**src/rtl/pipe_hazard_ctrl_pkg.sv**
```systemverilog
// Shared definitions for the pipeline hazard controller: tracker entry layout,
// forwarding modes and stage indices.
package pipe_hazard_ctrl_pkg;

  localparam int unsigned FWD_NONE     = 0;
  localparam int unsigned FWD_LOAD_USE = 1;

  localparam int unsigned STG_EXE = 0;
  localparam int unsigned STG_MEM = 1;
  localparam int unsigned STG_WB  = 2;

  // Entry layout, MSB first: {valid, wb_en, mem_read, dest[reg_w-1:0]}
  localparam int unsigned ENT_FLAG_W = 3;

  function automatic int unsigned ent_w(input int unsigned reg_w);
    return reg_w + ENT_FLAG_W;
  endfunction

  function automatic int unsigned ent_valid_pos(input int unsigned reg_w);
    return reg_w + 2;
  endfunction

  function automatic int unsigned ent_wb_en_pos(input int unsigned reg_w);
    return reg_w + 1;
  endfunction

  function automatic int unsigned ent_mem_read_pos(input int unsigned reg_w);
    return reg_w;
  endfunction

endpackage

```
**src/rtl/pipe_hazard_ctrl_hazard_cmp.sv**
```systemverilog
// RAW comparator: flags when one in-flight entry writes a register that the
// instruction in ID reads.
module hazard_cmp #(
  parameter int unsigned REG_W = 4
) (
  input  logic             ent_valid,
  input  logic             ent_wb_en,
  input  logic [REG_W-1:0] ent_dest,
  input  logic [REG_W-1:0] id_src1,
  input  logic [REG_W-1:0] id_src2,
  input  logic             id_two_src,
  output logic             match
);

  assign match = ent_valid && ent_wb_en &&
                 ((ent_dest == id_src1) || (id_two_src && (ent_dest == id_src2)));

endmodule

```
**src/rtl/pipe_hazard_ctrl.sv**
```systemverilog
// Pipeline hazard/flow controller: in-flight destination tracker, RAW stall
// detection, branch flush, memory hold and saturating performance counters.
module pipe_hazard_ctrl
  import pipe_hazard_ctrl_pkg::*;
#(
  parameter int unsigned STAGES  = 3,
  parameter int unsigned REG_W   = 4,
  parameter int unsigned FORWARD = 0,
  parameter int unsigned CNT_W   = 16
) (
  input  logic              clk,
  input  logic              rst,
  input  logic              id_valid,
  input  logic [REG_W-1:0]  id_src1,
  input  logic [REG_W-1:0]  id_src2,
  input  logic              id_two_src,
  input  logic              id_wb_en,
  input  logic              id_mem_read,
  input  logic [REG_W-1:0]  id_dest,
  input  logic              branch_taken,
  input  logic              mem_busy,
  output logic              freeze,
  output logic              flush,
  output logic [STAGES-1:0] stage_valid,
  output logic [CNT_W-1:0]  stall_cnt,
  output logic [CNT_W-1:0]  flush_cnt
);

  localparam int unsigned EW = ent_w(REG_W);
  localparam int unsigned VP = ent_valid_pos(REG_W);
  localparam int unsigned WP = ent_wb_en_pos(REG_W);
  localparam int unsigned MP = ent_mem_read_pos(REG_W);

  typedef logic [EW-1:0] ent_t;

  ent_t [STAGES-1:0] trk_q, trk_d;
  ent_t              id_ent, shift_in;
  logic [STAGES-2:0] match;
  logic              hazard;
  logic [CNT_W-1:0]  stall_cnt_q, stall_cnt_d;
  logic [CNT_W-1:0]  flush_cnt_q, flush_cnt_d;

  assign id_ent = {id_valid, id_wb_en, id_mem_read, id_dest};

  // The WB entry is left out of the window: the register file writes before ID reads.
  for (genvar i = STG_EXE; i < STAGES - 1; i++) begin : g_cmp
    hazard_cmp #(.REG_W(REG_W)) u_cmp (
      .ent_valid  (trk_q[i][VP]),
      .ent_wb_en  (trk_q[i][WP]),
      .ent_dest   (trk_q[i][REG_W-1:0]),
      .id_src1    (id_src1),
      .id_src2    (id_src2),
      .id_two_src (id_two_src),
      .match      (match[i])
    );
  end

  always_comb begin
    if (FORWARD == FWD_LOAD_USE) begin
      hazard = id_valid && match[STG_EXE] && trk_q[STG_EXE][MP];
    end else begin
      hazard = id_valid && (|match);
    end
  end

  // NOTE: every output of a combinational block gets a default first, so no path leaves it unassigned and infers a latch.
  always_comb begin
    freeze   = 1'b0;
    flush    = 1'b0;
    shift_in = id_ent;
    trk_d    = trk_q;
    if (mem_busy) begin
      freeze = 1'b1;
    end else begin
      if (branch_taken) begin
        flush    = 1'b1;
        shift_in = '0;
      end else if (hazard) begin
        freeze   = 1'b1;
        shift_in = '0;
      end else if (!id_valid) begin
        shift_in = '0;
      end
      trk_d = {trk_q[STAGES-2:0], shift_in};
    end
  end

  always_comb begin
    stall_cnt_d = stall_cnt_q;
    flush_cnt_d = flush_cnt_q;
    if (freeze && (stall_cnt_q != {CNT_W{1'b1}})) stall_cnt_d = stall_cnt_q + 1'b1;
    if (flush  && (flush_cnt_q != {CNT_W{1'b1}})) flush_cnt_d = flush_cnt_q + 1'b1;
  end

  // NOTE: state registers use non-blocking assignments so all flops sample pre-edge values together.
  always_ff @(posedge clk or posedge rst) begin
    if (rst) begin
      trk_q       <= '0;
      stall_cnt_q <= '0;
      flush_cnt_q <= '0;
    end else begin
      trk_q       <= trk_d;
      stall_cnt_q <= stall_cnt_d;
      flush_cnt_q <= flush_cnt_d;
    end
  end

  always_comb begin
    stage_valid = '0;
    for (int i = 0; i < int'(STAGES); i++) stage_valid[i] = trk_q[i][VP];
  end

  assign stall_cnt = stall_cnt_q;
  assign flush_cnt = flush_cnt_q;

  // Fields such as the WB entry's dest are carried for visibility but never read.
  logic unused_bits;
  assign unused_bits = ^{trk_q, 1'(STG_MEM), 1'(STG_WB)};

endmodule

```
**config.mk**
```make
export PLATFORM = sky130hd
export DESIGN_NAME = pipe_hazard_ctrl
export DESIGN_NICKNAME = d
export VERILOG_FILES = /design/src/rtl/pipe_hazard_ctrl_pkg.sv /design/src/rtl/pipe_hazard_ctrl_hazard_cmp.sv /design/src/rtl/pipe_hazard_ctrl.sv
export SDC_FILE = /design/constraint.sdc
export NUM_CORES = 1
export LEC_CHECK = 0
export CAP_MARGIN = 5
export CORE_MARGIN = 2
export CORE_UTILIZATION = 30
export DETAILED_ROUTE_END_ITERATION = 8
export DONT_BUFFER_PORTS = 1
export PLACE_DENSITY = 0.4
export SYNTH_ARGS = -nofsm -noshare
export SYNTH_HDL_FRONTEND = slang
export SYNTH_HIERARCHICAL = 1
export SYNTH_SLANG_ARGS = --single-unit
```
**constraint.sdc**
```tcl
create_clock -name clk -period 2.33 [get_ports clk]
set_input_delay 0.466 -clock clk [delete_from_list [all_inputs] [get_ports clk]]
set_output_delay 0.466 -clock clk [all_outputs]
set_load 0.02 [all_outputs]
```
==> results_dict.tcl <==
set metrics [dict create \
    status "finished clean" \
    cts-root-buf "clkbuf_8" \
    skew_ns 0.0117 \
    fp.dieW_microns 91.5 \
    start_util_pct 31.3 \
    synth_top_cell_by_area "dfrtp_1" \
    cp_data_arrival_time_ns 1.81 \
    path_max_fanout 6 \
    drv_cap 0 \
    ctsHtreeMaxLevel 2 \
    ys_warn_count 6 \
    sw_frac_of_total_pct 35.5 \
    end_kind "primary output" \
    synth-seq-cells 45 \
    p_clk_share_pct 26.5 \
    synth_edf_count 0 \
    clkLatencyLatePin_ns 0.29 \
    fmax_mhz 439 \
    power_mw 2.15 \
    ys_types 37 \
    p_seq_share_pct 58.7 \
    final_common_cell "dfrtp_1" \
    nNetsFinal 234 \
    p_per_area_nw_per_um2 845 \
    drv_slew 0 \
    combPwrFrac_pct 14.8 \
    gp_congestion 0.822 \
    drtIter0Drc 64 \
    fin_cells 311 \
    critPathLaunchType "register" \
    finalSetupViolations 0 \
    p_int_mw 1.39 \
    grt_pass1_vias 1627 \
    timing.rr.start "trk_q[1]" \
    syn_area_sq_um 2300 \
    place.port_buffers 0 \
    synth-seq-area-share_pct 49.0 \
    dieArea_sq_um 8370 \
    grt.total_usage_pct 12.1 \
    rsz0062_at_grt "true" \
    area_growth_pct 10.6 \
    cts_hold_buf 0 \
    antenna_found_initial 0 \
    hp-class "primary input to asynchronous set/reset pin" \
    post-route-util_pct 34.7 \
    syn_nets 227 \
    cts_setup_buffers 0 \
    rrSetupSlack_ns 0.20 \
    post-route-period-util_pct 97.7 \
    overflow 0 \
    grt_pass1_wl_microns 8180 \
    ioPinCount 57 \
    worst-setup-path-type "register to primary output" \
    std_cell_rows 31 \
    crit_required_ns 1.86 \
    finalWirelength_microns 4870 \
    synthFlopType "dfrtp_1" \
    vias_per_cell 5.02 \
    worstReg2RegEnd "stall_cnt[14]" \
    irDropWorstVdd_mv 0.442 \
    synth_top_area_share_pct 49.0 \
    p_leak_nw 1.12 \
    die_height_microns 91.5 \
    ff2ff_path_depth 8 \
    final_cell_mix "dfrtp_1 (45), xor2_1 (21), xnor2_1 (16)" \
    dp_cells 304 \
    place_ws_ns 0.166 \
    core_area_sq_um 7330 \
    cts_tree "done" \
    p_switching_mw 0.763 \
    synth_area_leaders "dfrtp_1 (49%), xor2_1 (8.0%), xnor2_1 (6.1%), mux2_2 (5.4%), nand4_1 (3.8%)" \
    grt_max_degree 46 \
    drive_above_1_share_pct 16.0 \
    avgSynthCellArea_sq_um 11.2 \
    antenna_left 0 \
    worst_pin_slew_ns 1.10 \
    period_minus_slack_ns 2.28 \
    cts_sinks 45 \
    cts_buffers 5 \
    clockBufferDepth 2 \
    synthesis.instances 205 \
    hpwl_microns 3610 \
    hold_viol 0 \
    post_drt_wl_per_cell_microns 15.6 \
    dr_total_vias 1560 \
    first_pass_iters 4 \
    timing.final.ws_setup_ns 0.0540 \
    relSlewSlack_pct 25.8 \
    async_flop_share_pct 100 \
    clkTransAtPathRegs_ns 0.08 \
    antenna_cells 0 \
    fill_cells 739 \
    drc 0 \
]
registers in the layout, summed over array words and instances, names as in the netlist:
register / flops
stall_cnt: 16
trk_q: 10
stage_valid: 3
flush_cnt: 16
cells by family after synthesis:
group	after synthesis	share of synthesized area (%)
flops	45	49.0
fa+ha+maj	2	1.09
xor+xnor	37	14.1
mux	12	6.05
buf+inv	9	2.01
compound gates	23	7.90
simple gates	77	19.8
per-layer routing:
metal	GRT usage (%)	wire [microns]
met1	15.3	2130
met2	19.6	2360
met3	4.32	328
met4	3.03	46
met5	0	0
how the worst max path moves through the flow:
| stage | startpoint | to |
|---|---|---|
| global placement | id_src1[0] | trk_q[5] |
| finish | trk_q[1] | freeze |
| CTS | trk_q[1] | freeze |
| floorplan | id_src2[0] | stall_cnt[1] |
| global route | trk_q[8] | freeze |
| detailed placement | id_src2[0] | stall_cnt[14] |
power groups by stage:
stage                     Combinational (mW)  Clock, mW  Sequential, mW
after floorplan                        0.278          0            1.22
after global placement                 0.313          0            1.27
after detailed placement               0.321          0            1.28
after CTS                              0.326      0.587            1.27
after global routing                   0.368      0.634            1.29
final                                  0.318      0.569            1.26
per-stage QoR:
stage                     setup TNS, ns  area [sq um]  hold WS [ns]
after global placement                0          2430         0.526
after detailed placement              0          2430         0.524
final                                 0          2540         0.199
after floorplan                       0          2300         0.481
after global routing            -0.0760          2540         0.235
after CTS                             0          2540         0.212
synthesized netlist by cell type, drive strengths merged, types with 3 or more instances:
| cell | count |
|---|---|
| nor2b | 3 |
| nor2 | 11 |
| nor3 | 11 |
| buf | 5 |
| xor2 | 21 |
| dfrtp | 45 |
| nand2 | 12 |
| a31oi | 4 |
| nand4 | 15 |
| inv | 4 |
| nand3 | 10 |
| and3 | 5 |
| a21oi | 5 |
| and4 | 3 |
| a22o | 5 |
| mux2 | 12 |
| xnor2 | 16 |
worst max-delay path, stage by stage, from the launching register on:
cell and delay, ns:
dfrtp_1 0.43, xnor2_1 0.18, nand4_1 0.13, o41ai_2 0.29
nor2_1 0.09, o21ba_4 0.23, clkinvlp_4 0.17
layout make-up:
type	instances	area, sq um	share of cell area, %
clock buffer	5	68.8	2.71
clock inverter	2	35.0	1.38
tap	99	124	4.87
multi-input combinational	151	1130	44.5
inverter	4	18.8	0.739
sequential	45	1130	44.3
timing repair buffer	5	37.5	1.48
repair_timing:
action / 4_1_cts / 5_1_grt
pin swaps: 0 / 2
gates resized for setup: 2 / 0
endpoints found under the setup margin: 1 / 1
(Power assumes the default switching activity.)
